===== src/rtl/disp_pkg.sv =====
// Shared types and helpers for the multiplexed 7-segment display scanner.
package disp_pkg;

    localparam logic [6:0] SEG_OFF    = 7'h7F;
    localparam int         MAX_DIGITS = 8;

    typedef enum logic {
        BLANK = 1'b0,
        SHOW  = 1'b1
    } scan_state_t;

    // Observation point for checkers: the scan FSM and its derived controls.
    typedef struct packed {
        scan_state_t state;
        logic        lit;
        logic        frame_end;
    } scan_dbg_t;

    // Active-low one-hot digit select; indices at or beyond n stay dark.
    function automatic logic [MAX_DIGITS-1:0] anode_onehot_n(input logic [2:0] idx, input int n);
        logic [MAX_DIGITS-1:0] r;
        for (int i = 0; i < MAX_DIGITS; i++) begin
            r[i] = !((i == int'(idx)) && (i < n));
        end
        return r;
    endfunction

endpackage


===== src/rtl/display_scanner_decoder.sv =====
// 4-bit hex to 7-segment decoder, active-low outputs ordered {g,f,e,d,c,b,a}.
module seg7_decoder (
    input  logic       a,
    input  logic       b,
    input  logic       c,
    input  logic       d,
    output logic [6:0] seg_n
);

    always_comb begin
        seg_n = 7'h7F;
        case ({a, b, c, d})
            4'h0: seg_n = 7'b1000000;
            4'h1: seg_n = 7'b1111001;
            4'h2: seg_n = 7'b0100100;
            4'h3: seg_n = 7'b0110000;
            4'h4: seg_n = 7'b0011001;
            4'h5: seg_n = 7'b0010010;
            4'h6: seg_n = 7'b0000010;
            4'h7: seg_n = 7'b1111000;
            4'h8: seg_n = 7'b0000000;
            4'h9: seg_n = 7'b0010000;
            4'hA: seg_n = 7'b0001000;
            4'hB: seg_n = 7'b0000011;
            4'hC: seg_n = 7'b1000110;
            4'hD: seg_n = 7'b0100001;
            4'hE: seg_n = 7'b0000110;
            4'hF: seg_n = 7'b0001110;
            default: seg_n = 7'h7F;
        endcase
    end

endmodule


===== src/rtl/display_scanner.sv =====
// Scans a double-buffered digit word across N common-anode digits with a
// blanking guard at the start of every slot; new words land only at frame end.
module display_scanner
    import disp_pkg::*;
#(
    parameter int N_DIGITS     = 4,
    parameter int REFRESH_DIV  = 50000,
    parameter int BLANK_CYCLES = 16
) (
    input  logic                  clk,
    input  logic                  rst,
    input  logic                  load,
    input  logic [4*N_DIGITS-1:0] data_in,
    input  logic [N_DIGITS-1:0]   digit_en,
    output logic                  pending,
    output logic                  load_ack,
    output logic [N_DIGITS-1:0]   anode_n,
    output logic [6:0]            seg_n
);

    localparam int CNT_W = $clog2(REFRESH_DIV);
    localparam int IDX_W = (N_DIGITS > 1) ? $clog2(N_DIGITS) : 1;

    localparam logic [CNT_W-1:0] CNT_LAST     = CNT_W'(REFRESH_DIV - 1);
    localparam logic [CNT_W-1:0] CNT_PRE_SHOW = CNT_W'(BLANK_CYCLES - 1);
    localparam logic [IDX_W-1:0] IDX_LAST     = IDX_W'(N_DIGITS - 1);

    logic [CNT_W-1:0]      cnt_q, cnt_d;
    logic [IDX_W-1:0]      idx_q, idx_d;
    scan_state_t           state_q, state_d;
    logic [4*N_DIGITS-1:0] active_q, shadow_q;
    logic                  pending_q, ack_q;
    logic                  slot_end;
    logic [3:0]            nibble;
    logic [6:0]            dec_seg_n;
    scan_dbg_t             dbg;

    always_comb begin
        slot_end = (cnt_q == CNT_LAST);
        cnt_d    = slot_end ? '0 : cnt_q + CNT_W'(1);
        idx_d    = idx_q;
        if (slot_end) begin
            idx_d = (idx_q == IDX_LAST) ? '0 : idx_q + IDX_W'(1);
        end
        state_d = state_q;
        case (state_q)
            BLANK: if (cnt_q == CNT_PRE_SHOW) state_d = SHOW;
            SHOW:  if (slot_end)              state_d = BLANK;
            default: state_d = BLANK;
        endcase
    end

    always_comb begin
        dbg           = '0;
        dbg.state     = state_q;
        dbg.frame_end = slot_end && (idx_q == IDX_LAST);
        dbg.lit       = !rst && (state_q == SHOW) && digit_en[idx_q];
    end

    // Handshake: load is a one-cycle write strobe with no back-pressure; the
    // word is parked in shadow (pending=1) and load_ack pulses for one cycle
    // once it is committed at a frame boundary. A load landing on the boundary
    // bypasses shadow and is committed directly.
    always_ff @(posedge clk) begin
        if (rst) begin
            cnt_q     <= '0;
            idx_q     <= '0;
            state_q   <= BLANK;
            active_q  <= '0;
            shadow_q  <= '0;
            pending_q <= 1'b0;
            ack_q     <= 1'b0;
        end else begin
            cnt_q   <= cnt_d;
            idx_q   <= idx_d;
            state_q <= state_d;
            ack_q   <= 1'b0;
            if (load) begin
                shadow_q <= data_in;
            end
            if (dbg.frame_end && load) begin
                active_q  <= data_in;
                pending_q <= 1'b0;
                ack_q     <= 1'b1;
            end else if (dbg.frame_end && pending_q) begin
                active_q  <= shadow_q;
                pending_q <= 1'b0;
                ack_q     <= 1'b1;
            end else if (load) begin
                pending_q <= 1'b1;
            end
        end
    end

    assign nibble = active_q[idx_q*4 +: 4];

    seg7_decoder u_dec (
        .a     (nibble[3]),
        .b     (nibble[2]),
        .c     (nibble[1]),
        .d     (nibble[0]),
        .seg_n (dec_seg_n)
    );

    always_comb begin
        anode_n = '1;
        seg_n   = SEG_OFF;
        if (dbg.lit) begin
            anode_n = N_DIGITS'(anode_onehot_n(3'(idx_q), N_DIGITS));
            seg_n   = dec_seg_n;
        end
    end

    assign pending  = pending_q;
    assign load_ack = ack_q;

endmodule


===== config.mk =====
export PLATFORM = sky130hd
export DESIGN_NAME = display_scanner
export DESIGN_NICKNAME = d
export VERILOG_FILES = /design/src/rtl/disp_pkg.sv /design/src/rtl/display_scanner_decoder.sv /design/src/rtl/display_scanner.sv
export SDC_FILE = /design/constraint.sdc
export NUM_CORES = 1
export LEC_CHECK = 0
export ABC_AREA = 1
export CAP_MARGIN = 20
export CORE_MARGIN = 2
export CORE_UTILIZATION = 60
export DETAILED_ROUTE_END_ITERATION = 12
export PLACE_DENSITY = 0.93
export REMOVE_ABC_BUFFERS = 1
export SETUP_SLACK_MARGIN = 0.5
export SLEW_MARGIN = 20
export SYNTH_ARGS = -nofsm -noshare
export SYNTH_HDL_FRONTEND = slang
export SYNTH_SLANG_ARGS = --single-unit

===== constraint.sdc =====
create_clock -name clk -period 3.1 [get_ports clk]
set_clock_uncertainty 0.05 [all_clocks]
set_input_delay 0.62 -clock clk [delete_from_list [all_inputs] [get_ports clk]]
set_output_delay 0.62 -clock clk [all_outputs]
set_load 0.01 [all_outputs]

==> results by group, run 1 <==
Status
  • Outcome: finished, final reports clean

Clock tree
  • H-tree lvl count: 2
  • Clock Latency Late Sink: just over 0.3 ns
  • CTS Hold Bufs: 0
  • Max Root-Sink Buffers: 2
  • Clk sinks: 53
  • Inserted Clock Buffers: 5
  • Root Driver: clkbuf_8
  • Clock transition at path regs: 0.10 ns
  • CTS tree: done

Hold path
  • Hold Crit Start: cnt_q[0]$_SDFF_PP0_
  • Worst min path class: flip-flop to flip-flop
  • Cells on Worst Hold Path: 1
  • Worst Hold Path EP: cnt_q[0]$_SDFF_PP0_

Timing
  • Final count of pins violating max slew: 0
  • Final setup violation count: 0
  • Slew margin rel.: around two thirds
  • Max Freq: 371 MHz
  • Final TNS setup: 0 ns
  • Hold Worst Slack: between 0.4 and 0.5 ns
  • RSZ-0062 raised after global routing: true
  • Crit path time final: around 2.7 ns
  • Tcrit/Tclk final: 87.0%
  • Final Hold Viols: 0
  • Worst-Margin Slew: between 0.4 and 0.5 ns

Detailed routing
  • DRC violations left: 0
  • Final ANT Viol Nets: 0
  • Routed WL: 8110 um
  • Drt first pass iters: 5
  • Number of DRC markers in iteration 0: 261
  • Vias per cell: 5.52
  • Wire length per cell: 14.7 um
  • Vias: 3050

Cells and area
  • Footprint of the multi-input gates: approximately 1600 sq um
  • Area delta synth->final: 29.9%
  • Layout cell share with drive strength beyond 1: 17.2%
  • Antenna Diode Count: 0
  • Storage cell area: 1070 sq um
  • Fin nets: 532
  • Fillers: 297
  • Finished Core Util: roughly four fifths

Synthesis
  • Seq/Total Area, Yosys: 36.7%
  • Mux cell area share after synthesis: 0%
  • Simple-gate area share of the yosys netlist: between 30% and 40%
  • Area leader, netlist: dfxtp_1
  • Synth unique cells: 30
  • Synthesized flop and latch total: 53
  • Synth Cell Area: between 2000 and 3000 sq um
  • Top cells by area, synth: dfxtp_1 37%, nand2_1 15%, inv_1 9.6%, nor2_1 7.3%, a21oi_1 5.5%
  • Syn Inst Count: ~440
  • Avg Cell Area, Syn: between 6 and 7 sq um
  • Synth Warn #: 0
  • Share of the synthesized area in the top cell type: around 37%
  • Xor/xnor share of the synthesized area: 0.909%
  • Main combinational cell family by area after synthesis: simple AND/OR/NAND/NOR gates
  • Synth Area in Compound Gates: 12.0%
  • Post-synthesis adder-cell area fraction: ~4.8%

Worst setup path
  • Startpoint Class: flip-flop
  • CP Buf/Inv Count: 4
  • Max stage delay on crit path: between 0.4 and 0.5 ns
  • CP max FO: 8
  • Worst r2r src: idx_q[0]$_SDFFE_PP0N_
  • Critical Path Source: idx_q[0]$_SDFFE_PP0N_
  • Reg2Reg Capture Point: active_q[4]$_SDFFE_PP0P_
  • CP endpoint kind: output pin
  • Critical path class: flip-flop to output pin
  • Cell count along the critical path: 10
  • Worst reg-to-reg path cell count: 6
  • Delay-heaviest family, CP: simple AND/OR/NAND/NOR gates
  • Cell chain of the critical path: buf_4 -> clkinvlp_4 -> nand2_1 -> nand3_2 -> nand2_4 -> inv_1 -> nor2_1 -> o21ai_1 -> nand3_1 -> clkbuf_2
  • CP required: roughly 2.4 ns
  • R2r setup slk: ~1.0 ns
  • Crit path DAT: 2.03 ns
  • Critical Path Slowest Stage Cell: dfxtp_4

Floorplan
  • I/O pin total: 36
  • Row count: 25
  • Area of the core: roughly 4700 sq um
  • Initial Util: 61.6%
  • Die height: around 73 um
  • Die footprint: about 5400 sq um
  • Chip width: 73.4 um

Power and ir drop
  • Pwr/cell area: ~360 nW/um^2
  • Pleak: approximately 1.7 nW
  • VDD IR max: 346 uV

Global route
  • Gr usage total: 26.7%
  • Total gr overflow: 0
  • Vias in the first global route: ~2600
  • Global-route wire length before repair: 11200 um
  • Antenna violations before repair: 0
  • Maximum number of pins on one net before global-route repair: 34

Place
  • GP Congestion: between 0.8 and 0.9
  • I/O Buffers: 35
  • Post-DP HPWL: between 4000 and 5000 um

Job
  • Maxcap violations: 0
report_power, final:
group          total, mW  internal [mW]  leakage (nW)  switching [mW]
clock              0.551          0.321        0.0681           0.230
sequential         0.700          0.694         0.432         0.00623
combinational      0.101         0.0461          1.21          0.0547
worst max path at each step:
| stage | end | slack, ns |
|---|---|---|
| 6_report | seg_n[3] | 0.40 |
| 5_1_grt | seg_n[3] | 0.29 |
| 4_1_cts | seg_n[3] | 0.44 |
| 3_5_place_dp | seg_n[4] | 0.09 |
| 3_3_place_gp | seg_n[3] | 0.14 |
| 2_1_floorplan | seg_n[3] | 0.82 |
routing by layer:
metal  vias to the layer above  wire length [um]  share of wire [%]  global-route usage [%]
met1                      1369              3100                 38                    32.5
met3                        42               511                6.3                    4.39
li1                       1477                 -                  -                       -
met5                         -                 0                  0                       0
met4                         0               427                5.3                    11.7
met2                       162              4080                 50                    46.1
cells by family (layout without fill, tap and decap cells):
group,Yosys count,in the layout
simple gates,217,217
buf+inv,91,148
xor+xnor,3,3
compound gates,67,67
flops,53,53
fa+ha+maj,11,11
area by class of cell:
| type | count | share of cell area, % |
|---|---|---|
| Timing Repair Buffer | 62 | 15.2 |
| Inverter | 78 | 8.29 |
| Clock inverter | 3 | 1.73 |
| Tap cell | 54 | 1.80 |
| Multi-Input combinational cell | 298 | 42.7 |
| Clock buffer | 5 | 1.83 |
| Sequential cell | 53 | 28.4 |
flip-flops by register name, summed over array words and instances (netlist names):
name and flops:
load_ack 1, idx_q 2, cnt_q 16, shadow_q 16, state_q 1, pending 1, active_q 16
placed cells by master, fill, tap and decap left out, types with 3 or more instances in the layout:
cell type,instances
nand2_2,5
buf_4,16
o21ai_0,24
ha_1,7
o211ai_1,3
clkbuf_8,5
inv_1,67
nor2_4,3
ha_4,4
o21ai_1,3
a21oi_1,29
nor2_1,53
buf_6,10
nand3_1,18
dlygate4sd2_1,5
dfxtp_1,51
clkdlybuf4s50_1,23
nand2_1,114
nor3_1,6
nand3_2,5
clkbuf_2,4
inv_2,5
Yosys cell counts, drive strengths merged:
master  count
nand2     121
inv        76
nor2       59
dfxtp      53
a21oi      32
o21ai      30
nand3      24
ha         11
buf         8
nor3        6
clkbuf      5
o211ai      3
a211oi      2
clkinv      2
nand4       2
nor4        2
or2         2
xor2        2
nand3b      1
xnor2       1
through the flow:
stage | area (sq um) | worst slack, ns | std cells | power, mW
CTS | 3520 | 0.438 | 543 | 1.35
global route | 3760 | 0.293 | 553 | 1.40
finish | 3760 | 0.404 | 553 | 1.35
floorplan | 2810 | 0.824 | 429 | 0.762
global placement | 3280 | 0.136 | 525 | 0.810
detailed placement | 3280 | 0.0874 | 525 | 0.815
what timing repair did:
item | in CTS | in global routing
resized for setup | 44 | 53
setup endpoints to repair | 11 | 7
setup buffers | 10 | 10
pin swaps | 4 | 8
Note: power is estimated with default switching activity, not from simulation.
==> run 2: changes to the inputs <==
- CORE_UTILIZATION: 60 -> 50
- PLACE_DENSITY: 0.93 -> 0.84
- clock period: 3.1 -> 2.3 ns (I/O delays scaled with it)
==> run 2 against run 1 <==
Effect of this change:
- clock-buffer cell count unchanged
- register-to-register slack worse by 0.54 ns
- the run now ends with setup timing left
- sequential share of layout area down 1.3 points
- highest routed layer unchanged
- combinational power up 41%
- core utilization down 9.1 points
- via count up 3.9%
- first-iteration DRC count up 20%
- design area up 4.7%
==> results by group, run 2 (synthesis gave the netlist of run 1 again) <==
Status
  • Outcome: complete, but fails checks (was finished, final reports clean)
  • Failing checks: setup timing

Floorplan
  • Chip width: 80.0 um (was 73.4 um)
  • Area of the core: 5540 sq um (was 4690 sq um)
  • Die footprint: 6410 sq um (was 5390 sq um)
  • Die height: 80.0 um (was 73.4 um)
  • Row count: 27 (was 25)
  • I/O pin total: 36 (unchanged)
  • Initial Util: 52.2% (was 61.6%)

Global route
  • Antenna violations before repair: 0 (unchanged)
  • Maximum number of pins on one net before global-route repair: 33 (was 34)
  • Total gr overflow: 0 (unchanged)
  • Global-route wire length before repair: 12200 um (was 11200 um)
  • Gr usage total: 24.3% (was 26.7%)
  • Vias in the first global route: 2683 (was 2557)

Hold path
  • Worst min path class: flip-flop to flip-flop (unchanged)

Clock tree
  • Root Driver: clkbuf_8 (unchanged)
  • H-tree lvl count: 2 (unchanged)
  • Clk sinks: 53 (unchanged)
  • Max Root-Sink Buffers: 2 (unchanged)
  • Clock Latency Late Sink: 0.31 ns (about the same)
  • Clock transition at path regs: 0.10 ns (about the same)
  • Inserted Clock Buffers: 5 (unchanged)
  • CTS tree: done (unchanged)

Cells and area
  • Area delta synth->final: 36.0% (was 29.9%)
  • Antenna Diode Count: 0 (unchanged)
  • Fin nets: 544 (was 532)
  • Layout cell share with drive strength beyond 1: 22.7% (was 17.2%)
  • Fillers: 409 (was 297)
  • Biggest regs: active_q x16, cnt_q x16, shadow_q x16 (unchanged)
  • Commonest non-fill, non-tap cell in the layout: nand2_1 (unchanged)
  • Most frequent cells in the layout: 107 x nand2_1, 66 x inv_1, 51 x dfxtp_1 (was 114 x nand2_1, 67 x inv_1, 53 x nor2_1)

Detailed routing
  • Number of DRC markers in iteration 0: 313 (was 261)
  • Vias per cell: 5.44 (was 5.52)
  • Final ANT Viol Nets: 0 (unchanged)
  • Wire length per cell: 14.7 um (about the same)
  • Drt first pass iters: 6 (was 5)
  • Vias: 3170 (was 3050)
  • Routed WL: 8580 um (was 8110 um)
  • DRC violations left: 0 (unchanged)

Timing
  • Final Hold Viols: 0 (unchanged)
  • Tcrit/Tclk final: 109%
  • Final TNS setup: -0.777 ns (was 0 ns)
  • Crit path time final: 2.50 ns
  • Final count of pins violating max slew: 0 (unchanged)
  • Max Freq: 400 MHz
  • PnR worst setup slack: -0.203 ns (was 0.404 ns)
  • Worst-Margin Slew: 0.372 ns (was 0.491 ns)
  • Final setup violation count: 8 (was 0)
  • Slew margin rel.: 74.9% (was 67.2%)
  • RSZ-0062 raised after global routing: true (unchanged)

Worst setup path
  • Crit path DAT: 1.99 ns (was 2.03 ns)
  • Most frequent CP cell: nand2_1
  • CP required: 1.79 ns (was 2.43 ns)
  • Max stage delay on crit path: 0.38 ns (was 0.43 ns)
  • CP endpoint kind: output pin (unchanged)
  • Startpoint Class: flip-flop (unchanged)
  • Delay-heaviest family, CP: simple AND/OR/NAND/NOR gates (unchanged)
  • CP Buf/Inv Count: 3 (was 4)
  • Critical Path Slowest Stage Cell: dfxtp_4 (unchanged)
  • CP max FO: 7 (was 8)
  • Critical path class: flip-flop to output pin (unchanged)
  • Cell chain of the critical path: buf_6 -> nand2_1 -> o211ai_1 -> nand2_2 -> clkinv_4 -> ha_4 -> or2_4 -> nand2_1 -> nand3_1 -> buf_2 (was buf_4 -> clkinvlp_4 -> nand2_1 -> nand3_2 -> nand2_4 -> inv_1 -> nor2_1 -> o21ai_1 -> nand3_1 -> clkbuf_2)

Power and ir drop
  • Power Total: 1.83 mW (was 1.35 mW)
  • Pwr/cell area: 465 nW/um^2 (was 360 nW/um^2)
  • Pleak: 1.80 nW (was 1.71 nW)
  • Logic gate share of total power: 7.8% (was 7.5%)
  • Sequential group share of total power: 51.7% (was 51.8%)
  • Net Sw Frac: 21.6% (was 21.5%)
  • Clk pwr share: 40.6% (was 40.7%)
  • VDD IR max: 504 uV (was 346 uV)
  • Int Pwr: 1.43 mW (was 1.06 mW)
  • Total net switching power: 0.396 mW (was 0.291 mW)

Place
  • Post-DP HPWL: 4670 um (was 4340 um)
  • GP Congestion: 0.874 (was 0.898)
  • I/O Buffers: 35 (unchanged)

Job
  • Maxcap violations: 0 (unchanged)
==> run 2: cell types whose count changed in the layout (fill, tap and decap cells not counted), sizes merged <==
cell / previous run / this run
clkbuf: 9 / 5
nand4: 2 / 3
nand3: 24 / 25
buf: 30 / 48
dlygate4sd2: 5 / 1
==> run 2: timing repair <==
action                                  CTS  global route
pin swaps                                20            17
gates resized for setup                 104            29
buffers inserted                          8             9
hold buffers                              0             0
cloned                                    1             1
endpoints found under the setup margin   27            40
==> run 2: path summary, 6_finish.rpt <==
kind                         start                  endpoint  slack [ns]  cells past startpoint
max          idx_q[0]$_SDFFE_PP0N_                  seg_n[0]       -0.20                     10
min reg2reg    cnt_q[0]$_SDFF_PP0_       cnt_q[0]$_SDFF_PP0_        0.40                      1
max reg2reg  idx_q[0]$_SDFFE_PP0N_  active_q[8]$_SDFFE_PP0P_        0.48                      9
min            cnt_q[0]$_SDFF_PP0_       cnt_q[0]$_SDFF_PP0_        0.40                      1
==> run 2: cell type report <==
type                       count  area (sq um)  share of cell area [%]
clock buffer                   5          68.8                    1.75
clock inverter                 3          65.1                    1.65
inverter                      78           312                    7.92
tap                           72          90.1                    2.29
timing repair buffer          72           637                    16.2
sequential                    53          1070                    27.1
multi-input combinational    300          1700                    43.1
==> run 2: routing by layer <==
| metal | track usage (%) | share of wire [%] |
|---|---|---|
| met1 | 30.3 | 41 |
| met2 | 41.9 | 48 |
| met3 | 4.07 | 6.6 |
| met4 | 8.64 | 4.0 |
| met5 | 0 | 0 |
==> run 2: metrics by stage <==
stage / hold WS (ns) / cells / utilization [%] / setup WS, ns / area (sq um)
2_1_floorplan: 0.368 / 429 / - / 0.184 / 2810
3_3_place_gp: 0.378 / 556 / 61.3 / -0.228 / 3400
3_5_place_dp: 0.391 / 556 / 61.3 / -0.259 / 3400
4_1_cts: 0.404 / 573 / 67.7 / -0.0828 / 3750
5_1_grt: 0.448 / 583 / 71.0 / -0.263 / 3930
6_report: 0.401 / 583 / 71.0 / -0.203 / 3930
==> run 2: power groups by stage <==
stage | clock (mW) | combinational (mW) | sequential [mW]
2_1_floorplan | 0 | 0.0609 | 0.966
3_3_place_gp | 0 | 0.128 | 0.966
3_5_place_dp | 0 | 0.133 | 0.967
4_1_cts | 0.749 | 0.136 | 0.945
5_1_grt | 0.787 | 0.157 | 0.947
6_report | 0.741 | 0.142 | 0.945
